$ cat src/rtl/seven_seg_capture.sv
// seven_seg_capture
// Receive side of a 4-digit multiplexed seven-segment bus. Synchronises the
// active-low digit enables and segment lines, waits for the bus to settle,
// then decodes the displayed hex digit into its slot. Tracks the 0..3 scan
// order to flag complete frames, flags illegal multi-digit enables, and
// drops 'active' when no digit has been captured for TIMEOUT cycles.
module seven_seg_capture #(
    parameter int SETTLE  = 4,
    parameter int TIMEOUT = 65535,
    parameter int TO_W    = 16
) (
    input  logic        clk,
    input  logic        rst_n,
    input  logic [3:0]  scan,
    input  logic [7:0]  seg,
    output logic [15:0] digits,
    output logic [3:0]  dp,
    output logic [3:0]  seg_ok,
    output logic        frame_done,
    output logic        scan_err,
    output logic        active
);

    localparam int CW = $clog2(SETTLE + 1);
    localparam logic [CW-1:0]   SETTLE_MAX  = CW'(SETTLE);
    localparam logic [CW-1:0]   SETTLE_LAST = CW'(SETTLE - 1);
    localparam logic [TO_W-1:0] TO_MAX      = TO_W'(TIMEOUT);
    localparam logic [TO_W-1:0] TO_LAST     = TO_W'(TIMEOUT - 1);

    typedef enum logic {
        S_WAIT,
        S_HOLD
    } state_t;

    state_t state;
    state_t state_next;

    logic [3:0]      scan_m;
    logic [3:0]      scan_s;
    logic [7:0]      seg_m;
    logic [7:0]      seg_s;
    logic [11:0]     bus;
    logic [11:0]     prev_bus;
    logic            changed;
    logic [CW-1:0]   settle_cnt;
    logic            eval;
    logic            idx_valid;
    logic [1:0]      idx;
    logic            multi;
    logic            hex_hit;
    logic [3:0]      hex_val;
    logic            capture;
    logic [1:0]      expected;
    logic [TO_W-1:0] to_cnt;

    assign bus     = {scan_s, seg_s};
    assign changed = (bus != prev_bus);
    assign capture = eval && idx_valid;

    // Two-flop synchroniser; resets to the idle (all-off) bus level
    always_ff @(posedge clk or negedge rst_n) begin
        if (!rst_n) begin
            scan_m <= '1;
            scan_s <= '1;
            seg_m  <= '1;
            seg_s  <= '1;
        end else begin
            scan_m <= scan;
            scan_s <= scan_m;
            seg_m  <= seg;
            seg_s  <= seg_m;
        end
    end

    // Count how long the synchronised bus has stayed unchanged, saturating
    always_ff @(posedge clk or negedge rst_n) begin
        if (!rst_n) begin
            prev_bus   <= '1;
            settle_cnt <= '0;
        end else begin
            prev_bus <= bus;
            if (changed) begin
                settle_cnt <= '0;
            end else if (settle_cnt != SETTLE_MAX) begin
                settle_cnt <= settle_cnt + 1'b1;
            end
        end
    end

    // FSM state register
    always_ff @(posedge clk or negedge rst_n) begin
        if (!rst_n) begin
            state <= S_WAIT;
        end else begin
            state <= state_next;
        end
    end

    // Evaluate once when the settle count completes, then hold until the bus moves
    always_comb begin
        state_next = state;
        eval       = 1'b0;
        case (state)
            S_WAIT: begin
                if (!changed && (settle_cnt >= SETTLE_LAST)) begin
                    eval       = 1'b1;
                    state_next = S_HOLD;
                end
            end
            S_HOLD: begin
                if (changed) begin
                    state_next = S_WAIT;
                end
            end
            default: state_next = S_WAIT;
        endcase
    end

    // Classify the digit enables: single enable, blanking, or illegal overlap
    always_comb begin
        idx_valid = 1'b0;
        idx       = 2'd0;
        case (scan_s)
            4'b1110: begin idx_valid = 1'b1; idx = 2'd0; end
            4'b1101: begin idx_valid = 1'b1; idx = 2'd1; end
            4'b1011: begin idx_valid = 1'b1; idx = 2'd2; end
            4'b0111: begin idx_valid = 1'b1; idx = 2'd3; end
            default: begin idx_valid = 1'b0; idx = 2'd0; end
        endcase
        multi = !idx_valid && (scan_s != 4'b1111);
    end

    // Reverse lookup of the active-low segment pattern into a hex nibble
    always_comb begin
        hex_hit = 1'b1;
        hex_val = 4'h0;
        case (seg_s[6:0])
            7'h40: hex_val = 4'h0;
            7'h79: hex_val = 4'h1;
            7'h24: hex_val = 4'h2;
            7'h30: hex_val = 4'h3;
            7'h19: hex_val = 4'h4;
            7'h12: hex_val = 4'h5;
            7'h02: hex_val = 4'h6;
            7'h78: hex_val = 4'h7;
            7'h00: hex_val = 4'h8;
            7'h10: hex_val = 4'h9;
            7'h08: hex_val = 4'hA;
            7'h03: hex_val = 4'hB;
            7'h46: hex_val = 4'hC;
            7'h21: hex_val = 4'hD;
            7'h06: hex_val = 4'hE;
            7'h0E: hex_val = 4'hF;
            default: hex_hit = 1'b0;
        endcase
    end

    // Update the captured digit slot, its decimal point and decode status
    always_ff @(posedge clk or negedge rst_n) begin
        if (!rst_n) begin
            digits <= '0;
            dp     <= '0;
            seg_ok <= '0;
        end else if (capture) begin
            dp[idx]     <= ~seg_s[7];
            seg_ok[idx] <= hex_hit;
            if (hex_hit) begin
                digits[{idx, 2'b00} +: 4] <= hex_val;
            end
        end
    end

    // Scan-order tracking, error/frame pulses and link-activity timeout
    always_ff @(posedge clk or negedge rst_n) begin
        if (!rst_n) begin
            expected   <= 2'd0;
            frame_done <= 1'b0;
            scan_err   <= 1'b0;
            to_cnt     <= '0;
            active     <= 1'b0;
        end else begin
            frame_done <= 1'b0;
            scan_err   <= 1'b0;
            if (capture) begin
                to_cnt <= '0;
                active <= 1'b1;
                if (idx == expected) begin
                    expected   <= idx + 2'd1;
                    frame_done <= (idx == 2'd3);
                end else begin
                    expected <= (idx == 2'd0) ? 2'd1 : 2'd0;
                end
            end else begin
                if (eval && multi) begin
                    scan_err <= 1'b1;
                    expected <= 2'd0;
                end
                if (to_cnt != TO_MAX) begin
                    to_cnt <= to_cnt + 1'b1;
                    if (to_cnt == TO_LAST) begin
                        active   <= 1'b0;
                        expected <= 2'd0;
                    end
                end
            end
        end
    end

endmodule
$ cat config.mk
export PLATFORM = sky130hd
export DESIGN_NAME = seven_seg_capture
export DESIGN_NICKNAME = d
export VERILOG_FILES = /design/src/rtl/seven_seg_capture.sv
export SDC_FILE = /design/constraint.sdc
export NUM_CORES = 1
export LEC_CHECK = 0
export ABC_AREA = 1
export CORE_MARGIN = 5
export CORE_UTILIZATION = 30
export CTS_CLUSTER_DIAMETER = 60
export DETAILED_ROUTE_END_ITERATION = 8
export SLEW_MARGIN = 15
export SYNTH_ARGS = -nofsm -noshare
export SYNTH_HDL_FRONTEND = slang
export SYNTH_SLANG_ARGS = --single-unit
$ cat constraint.sdc
create_clock -name clk -period 2.9 [get_ports clk]
set_clock_uncertainty 0.2 [all_clocks]
set_input_delay 0.58 -clock clk [delete_from_list [all_inputs] [get_ports clk]]
set_output_delay 0.58 -clock clk [all_outputs]
set_load 0.05 [all_outputs]
==> impl_metrics.env, run 1 <==
export IMPL_antenna_cells=0
export IMPL_num_rows=42
export IMPL_dieArea_sq_um=15900
export IMPL_cp_max_fo=10
export IMPL_die_h_um=126
export IMPL_r2r_end="digits[11]"
export IMPL_setup_viol=0
export IMPL_multi_input_area_sq_um=1610
export IMPL_syn_area_sq_um=4040
export IMPL_drt_iter0_drc=115
export IMPL_drtPass1Iterations=4
export IMPL_start_kind="flop"
export IMPL_cpMostUsedCell="nand2_1"
export IMPL_cts_tree="yes"
export IMPL_synthMostInstantiatedCell="nand2_1"
export IMPL_ys_ff_latch=85
export IMPL_yosys_top_cells_count="nand2_1 (161), nor2_1 (64), inv_1 (57)"
export IMPL_grt_pass1_vias=3208
export IMPL_ant_nets=0
export IMPL_synthCells=486
export IMPL_core_area_sq_um=13200
export IMPL_yosys_top_cells_area="dfrtp_1 (30%), dfstp_2 (23%), nand2_1 (15%)"
export IMPL_hpwl_um=6470
export IMPL_grt_pass1_wl_um=14800
export IMPL_io_pins=41
export IMPL_synthArstFlopShare_pct=100
export IMPL_placed_area_sq_um=4680
export IMPL_internal_power_mw=1.94
export IMPL_finalCritPeriodShare_pct=88.1
export IMPL_vias=3171
export IMPL_worstSetupEndpointType="flop"
export IMPL_htree_num_levels=3
export IMPL_cts_buffers=9
export IMPL_drc=0
export IMPL_fillers=1290
export IMPL_rr_startpoint="scan_s[0]"
export IMPL_synth_simple_area_share_pct=31.3
export IMPL_p_seq_share_pct=49.8
export IMPL_grt_usage_pct=11.7
export IMPL_switching_power_mw=0.581
export IMPL_yosysTopAreaCellShare_pct=30.4
export IMPL_ctsResizeCount=0
export IMPL_via_per_inst=4.41
export IMPL_finalCriticalPeriod_ns=2.56
export IMPL_syn_nets=510
export IMPL_synthAdderAreaFrac_pct=3.10
export IMPL_synth_top_family_by_area="simple AND/OR/NAND/NOR gates"
export IMPL_syn2layout_area_growth_pct=23.3
export IMPL_postCtsSetupRepairBufs=0
export IMPL_drv_cap=0
export IMPL_yosysWarnings=0
export IMPL_cp_cell_sequence="nand2_1, inv_1, nand3b_1, nand2_1, clkinv_1, ha_1, inv_1, nand2_1, nor2_1, nand3_1, nand2_1"
export IMPL_synth_xor_area_share_pct=1.30
export IMPL_clock_path_buffers=2
export IMPL_muxShareOfSynthArea_pct=0
export IMPL_grt_max_degree=37
export IMPL_antenna_found_initial=0
export IMPL_synthFlopType="dfrtp_1"
export IMPL_ff2ff_path_depth=11
export IMPL_status="finished, violations left"
export IMPL_io_buffers=40
export IMPL_syn_avg_cell_area_sq_um=8.30
export IMPL_finalNetCount=562
export IMPL_required_ns=2.99
export IMPL_holdWs_ns=-0.000410
export IMPL_drt_wl_total_um=8540
export IMPL_die_w_um=126
export IMPL_fin_setup_tns_ns=0
export IMPL_cp_top_family="simple AND/OR/NAND/NOR gates"
export IMPL_ys_seq_area_share_pct=53.8
export IMPL_p_comb_share_pct=5.5
export IMPL_routabilityCongestion=0.839
export IMPL_start_util_pct=30.6
export IMPL_clkPwrFrac_pct=44.7
export IMPL_worst_slew_pin_slew_ns=0.511
export IMPL_wl_per_cell_um=11.9
export IMPL_max_slew_margin_rel_pct=65.8
export IMPL_p_per_area_nw_per_um2=506
export IMPL_slew_viol_final=0
export IMPL_clk_pin_slew_worst_paths_ns=0.06
export IMPL_finalHoldViolations=1
export IMPL_fin_util_pct=37.7
export IMPL_reg2reg_slack_ns=0.34
export IMPL_root_buffer="clkbuf_16"
export IMPL_clock_sinks=85
export IMPL_clock_latency_ns=0.35
export IMPL_switching_share_pct=23.1
export IMPL_yosysTopAreaCell="dfrtp_1"
export IMPL_seq_area_sq_um=2170
export IMPL_hold_buffers=0
export IMPL_drive_gt1_share_pct=13.6
export IMPL_cp_slowest_cell="dfstp_2"
export IMPL_crit_buf_inv=3
export IMPL_violations="negative hold slack"
export IMPL_worstSetupPathType="reg2reg"
export IMPL_ir_worst_vdd_mv=0.215
export IMPL_critPathArrivalTime_ns=2.65
export IMPL_design_area_sq_um=4980
export IMPL_synth_edf_count=0
export IMPL_rsz0062_at_grt="no"
export IMPL_hold_class="in2async"
export IMPL_overflow=0
export IMPL_max_freq_ghz=0.391
export IMPL_synth_compound_area_share_pct=4.22
export IMPL_max_stage_delay_ns=0.58
export IMPL_yosysUniqueCellTypes=32
export IMPL_leakage_nw=2.57
==> layout make-up <==
cell class | instances | area share [%]
multi-input cells | 335 | 32.4
clock buffers | 12 | 5.38
inverters | 64 | 4.88
repair buffers | 43 | 8.70
flip-flops and latches | 85 | 43.7
clock inverters | 4 | 0.603
well taps | 176 | 4.43
==> state kept, by name, indices dropped and copies added, names as in the netlist, 2 cells and up <==
register    cells
scan_s          4
seg_m           8
settle_cnt      3
expected        2
to_cnt         16
digits         16
scan_m          4
prev_bus       12
seg_ok          4
dp              4
seg_s           8
==> cells in the final DEF, fill, tap and decap left out, types with 4 or more instances in the layout <==
cell type / instances
dfrtp_1: 49
o21ai_0: 10
nand3b_1: 5
clkdlybuf4s50_1: 39
clkbuf_16: 10
a21oi_1: 12
nor2_1: 64
inv_1: 57
nand4_1: 12
inv_2: 4
nand3_1: 26
nor2_4: 4
xnor2_1: 4
nor3_1: 7
dfstp_2: 36
ha_1: 10
nand2_1: 161
==> per-layer routing <==
layer	routed length [um]	track usage (%)
met1	3920	14.0
met2	4040	19.0
met3	391	3.77
met4	188	5.68
met5	0	0
==> logic make-up after synthesis <==
family	count (synthesis)
and+or+nand+nor	288
DFF	85
buffers and inverters	66
AOI/OAI and AO/OA	31
adders and majority gates	10
xor gates and xnor gates	6
==> power groups by stage <==
stage	combinational (mW)	clock, mW	sequential [mW]
2_1_floorplan	0.0773	0	1.27
3_3_place_gp	0.137	0	1.27
3_5_place_dp	0.141	0	1.27
4_1_cts	0.141	1.17	1.25
5_1_grt	0.160	1.22	1.26
6_report	0.138	1.13	1.25
==> stage by stage <==
stage | setup WS [ns] | total power [mW] | instances | hold slack [ns]
after floorplan | 0.668 | 1.34 | 486 | 0.0844
after global placement | 0.495 | 1.41 | 703 | 0.147
after detailed placement | 0.348 | 1.41 | 703 | 0.147
after CTS | 0.337 | 2.57 | 719 | 0.000788
after global routing | 0.0918 | 2.64 | 719 | 0.0353
final | 0.345 | 2.52 | 719 | -0.000410
==> how the worst max path moves through the flow <==
stage / from / end / slack, ns / cells past startpoint
floorplan: scan_s[0] / digits[10] / 0.67 / 11
global placement: scan_s[0] / digits[11] / 0.49 / 11
detailed placement: scan_s[0] / digits[8] / 0.35 / 11
CTS: scan_s[0] / digits[8] / 0.34 / 11
global route: scan_s[0] / digits[2] / 0.09 / 10
finish: scan_s[0] / digits[11] / 0.34 / 11
==> worst reg2reg max path, delay by kind of cell, from the launching register on <==
kind / cells / cell delay (ns)
adder cells (fa/ha/maj): 1 / 0.46
buffers and inverters: 3 / 0.53
AND/OR/NAND/NOR: 7 / 0.73
flip-flops: 1 / 0.58
No activity file was read; power rests on OpenSTA's default activity.
==> run 2: changes to the inputs <==
CAP_MARGIN = 25   (was unset)
SKIP_CTS_REPAIR_TIMING = 1   (was unset)
clock period = 2.3 ns   (was 2.9 ns; I/O delays follow)
==> run 2 against run 1 <==
  * Register-to-register slack got worse by 0.18 ns
  * Non-clock buffer count increased by 14
  * Total power grew 25%
  * Count of clock-buffer cells in the layout did not move
  * Final area rose by 2.4%
  * Largest power group unchanged
  * Critical endpoint is now dp[3]
  * The flow now finishes without violations
  * Largest cell class unchanged
  * Core utilization increased by 0.89 points
  * Final cell count increased by 1.9%
  * Critical path depth decreased by 10
==> impl_metrics.env, run 2 (synthesis gave the netlist of run 1 again) <==
export IMPL_holdPathStages=0
export IMPL_die_w_um=126
export IMPL_finalNetCount=576
export IMPL_dieArea_sq_um=15900
export IMPL_drv_cap=0
export IMPL_reg_top3="digits (16), to_cnt (16), prev_bus (12)"
export IMPL_io_pins=41
export IMPL_critPathArrivalTime_ns=1.54
export IMPL_ir_worst_vdd_mv=0.294
export IMPL_clock_path_buffers=2
export IMPL_crit_buf_inv=1
export IMPL_clk_pin_slew_worst_paths_ns=0.06
export IMPL_clock_latency_ns=0.34
export IMPL_finalHoldViolations=0
export IMPL_ant_nets=0
export IMPL_hold_class="reg2reg"
export IMPL_syn2layout_area_growth_pct=26.2
export IMPL_p_comb_share_pct=6.2
export IMPL_io_buffers=40
export IMPL_grt_pass1_wl_um=15000
export IMPL_cp_cell_sequence="clkdlybuf4s50_1"
export IMPL_cp_depth=1
export IMPL_cp_max_fo=2
export IMPL_finalCriticalPeriod_ns=2.20
export IMPL_holdWs_ns=0.155
export IMPL_cts_buffers=9
export IMPL_rr_startpoint="settle_cnt[0]"
export IMPL_drt_iter0_drc=125
export IMPL_max_slew_margin_rel_pct=66.1
export IMPL_leakage_nw=2.63
export IMPL_final_common_cell="nand2_1"
export IMPL_via_per_inst=4.35
export IMPL_critical_path_startpoint="dp[3]"
export IMPL_ff2ff_path_depth=10
export IMPL_die_h_um=126
export IMPL_cts_tree="yes"
export IMPL_num_rows=42
export IMPL_max_freq_ghz=0.454
export IMPL_routabilityCongestion=0.812
export IMPL_layout_common_cells="nand2_1 (159), nor2_1 (60), inv_1 (57), dfrtp_1 (49), clkdlybuf4s50_1 (39)"
export IMPL_finalCritPeriodShare_pct=95.8
export IMPL_fin_ws_ns=0.0958
export IMPL_vias=3191
export IMPL_start_kind="flop"
export IMPL_htree_num_levels=3
export IMPL_p_per_area_nw_per_um2=616
export IMPL_drive_gt1_share_pct=17.1
export IMPL_internal_power_mw=2.42
export IMPL_drtPass1Iterations=4
export IMPL_antenna_cells=0
export IMPL_switching_power_mw=0.716
export IMPL_min_from="seg_m[4]"
export IMPL_max_stage_delay_ns=0.82
export IMPL_overflow=0
export IMPL_wl_per_cell_um=11.6
export IMPL_slew_viol_final=0
export IMPL_worstSetupPathType="reg2out"
export IMPL_antenna_found_initial=0
export IMPL_grt_pass1_vias=3222
export IMPL_status="finished clean"
export IMPL_root_buffer="clkbuf_16"
export IMPL_grt_usage_pct=11.5
export IMPL_core_area_sq_um=13200
export IMPL_switching_share_pct=22.8
export IMPL_worst_slew_pin_slew_ns=0.506
export IMPL_setup_viol=0
export IMPL_hpwl_um=6280
export IMPL_required_ns=1.64
export IMPL_grt_max_degree=40
export IMPL_cp_slowest_cell="clkdlybuf4s50_1"
export IMPL_clkPwrFrac_pct=43.5
export IMPL_cp_top_family="buffers and inverters"
export IMPL_drt_wl_total_um=8520
export IMPL_clock_sinks=85
export IMPL_worstSetupEndpointType="primary output"
export IMPL_drc=0
export IMPL_p_seq_share_pct=50.3
export IMPL_dpl_worst_slack_ns=0.0772
export IMPL_start_util_pct=30.6
-- run 2: power groups by stage --
| stage | combinational, mW | sequential, mW | clock (mW) |
|---|---|---|---|
| finish | 0.196 | 1.58 | 1.36 |
| global route | 0.225 | 1.58 | 1.47 |
| CTS | 0.183 | 1.58 | 1.41 |
| detailed placement | 0.183 | 1.61 | 0 |
| global placement | 0.180 | 1.60 | 0 |
| floorplan | 0.0975 | 1.60 | 0 |
-- run 2: cell type report --
class,count,area [sq um]
clock buffers,12,258
fillers,1313,8100
flip-flops and latches,85,2170
inverters,64,243
multi-input cells,335,1640
clock inverters,4,22.5
well taps,176,220
repair buffers,57,538
-- run 2: routing by layer --
metal	vias to the layer above	wire (um)	GRT usage, %
met5	-	0	0
met3	10	362	3.26
met2	54	4100	19.1
li1	1648	-	-
met4	0	131	4.29
met1	1479	3930	14.2
-- run 2: path summary, 6_finish.rpt --
path	end	slack, ns
worst max-delay path	dp[3]	0.1
worst min-delay path	seg_s[4]	0.15
worst max register to register	to_cnt[9]	0.16
worst min register to register	seg_s[4]	0.15
max in group asynchronous	prev_bus[6]	0.89
min in group asynchronous	settle_cnt[0]	0.40
-- run 2: per-stage QoR --
| stage | cells | area, sq um | TNS [ns] | total power, mW | utilization, % |
|---|---|---|---|---|---|
| 2_1_floorplan | 486 | 4040 | 0 | 1.70 | - |
| 3_3_place_gp | 707 | 4710 | 0 | 1.78 | 35.7 |
| 3_5_place_dp | 707 | 4710 | 0 | 1.79 | 35.7 |
| 4_1_cts | 723 | 4990 | 0 | 3.18 | 37.8 |
| 5_1_grt | 733 | 5090 | -0.00671 | 3.28 | 38.6 |
| 6_report | 733 | 5090 | 0 | 3.14 | 38.6 |
==> run 3: changes to the inputs <==
CAP_MARGIN = 20   (was 25)
HOLD_SLACK_MARGIN = 0.15   (was unset)
==> results of run 3 <==
Same layout as run 2: the final DEF is identical, and so are final timing and power.
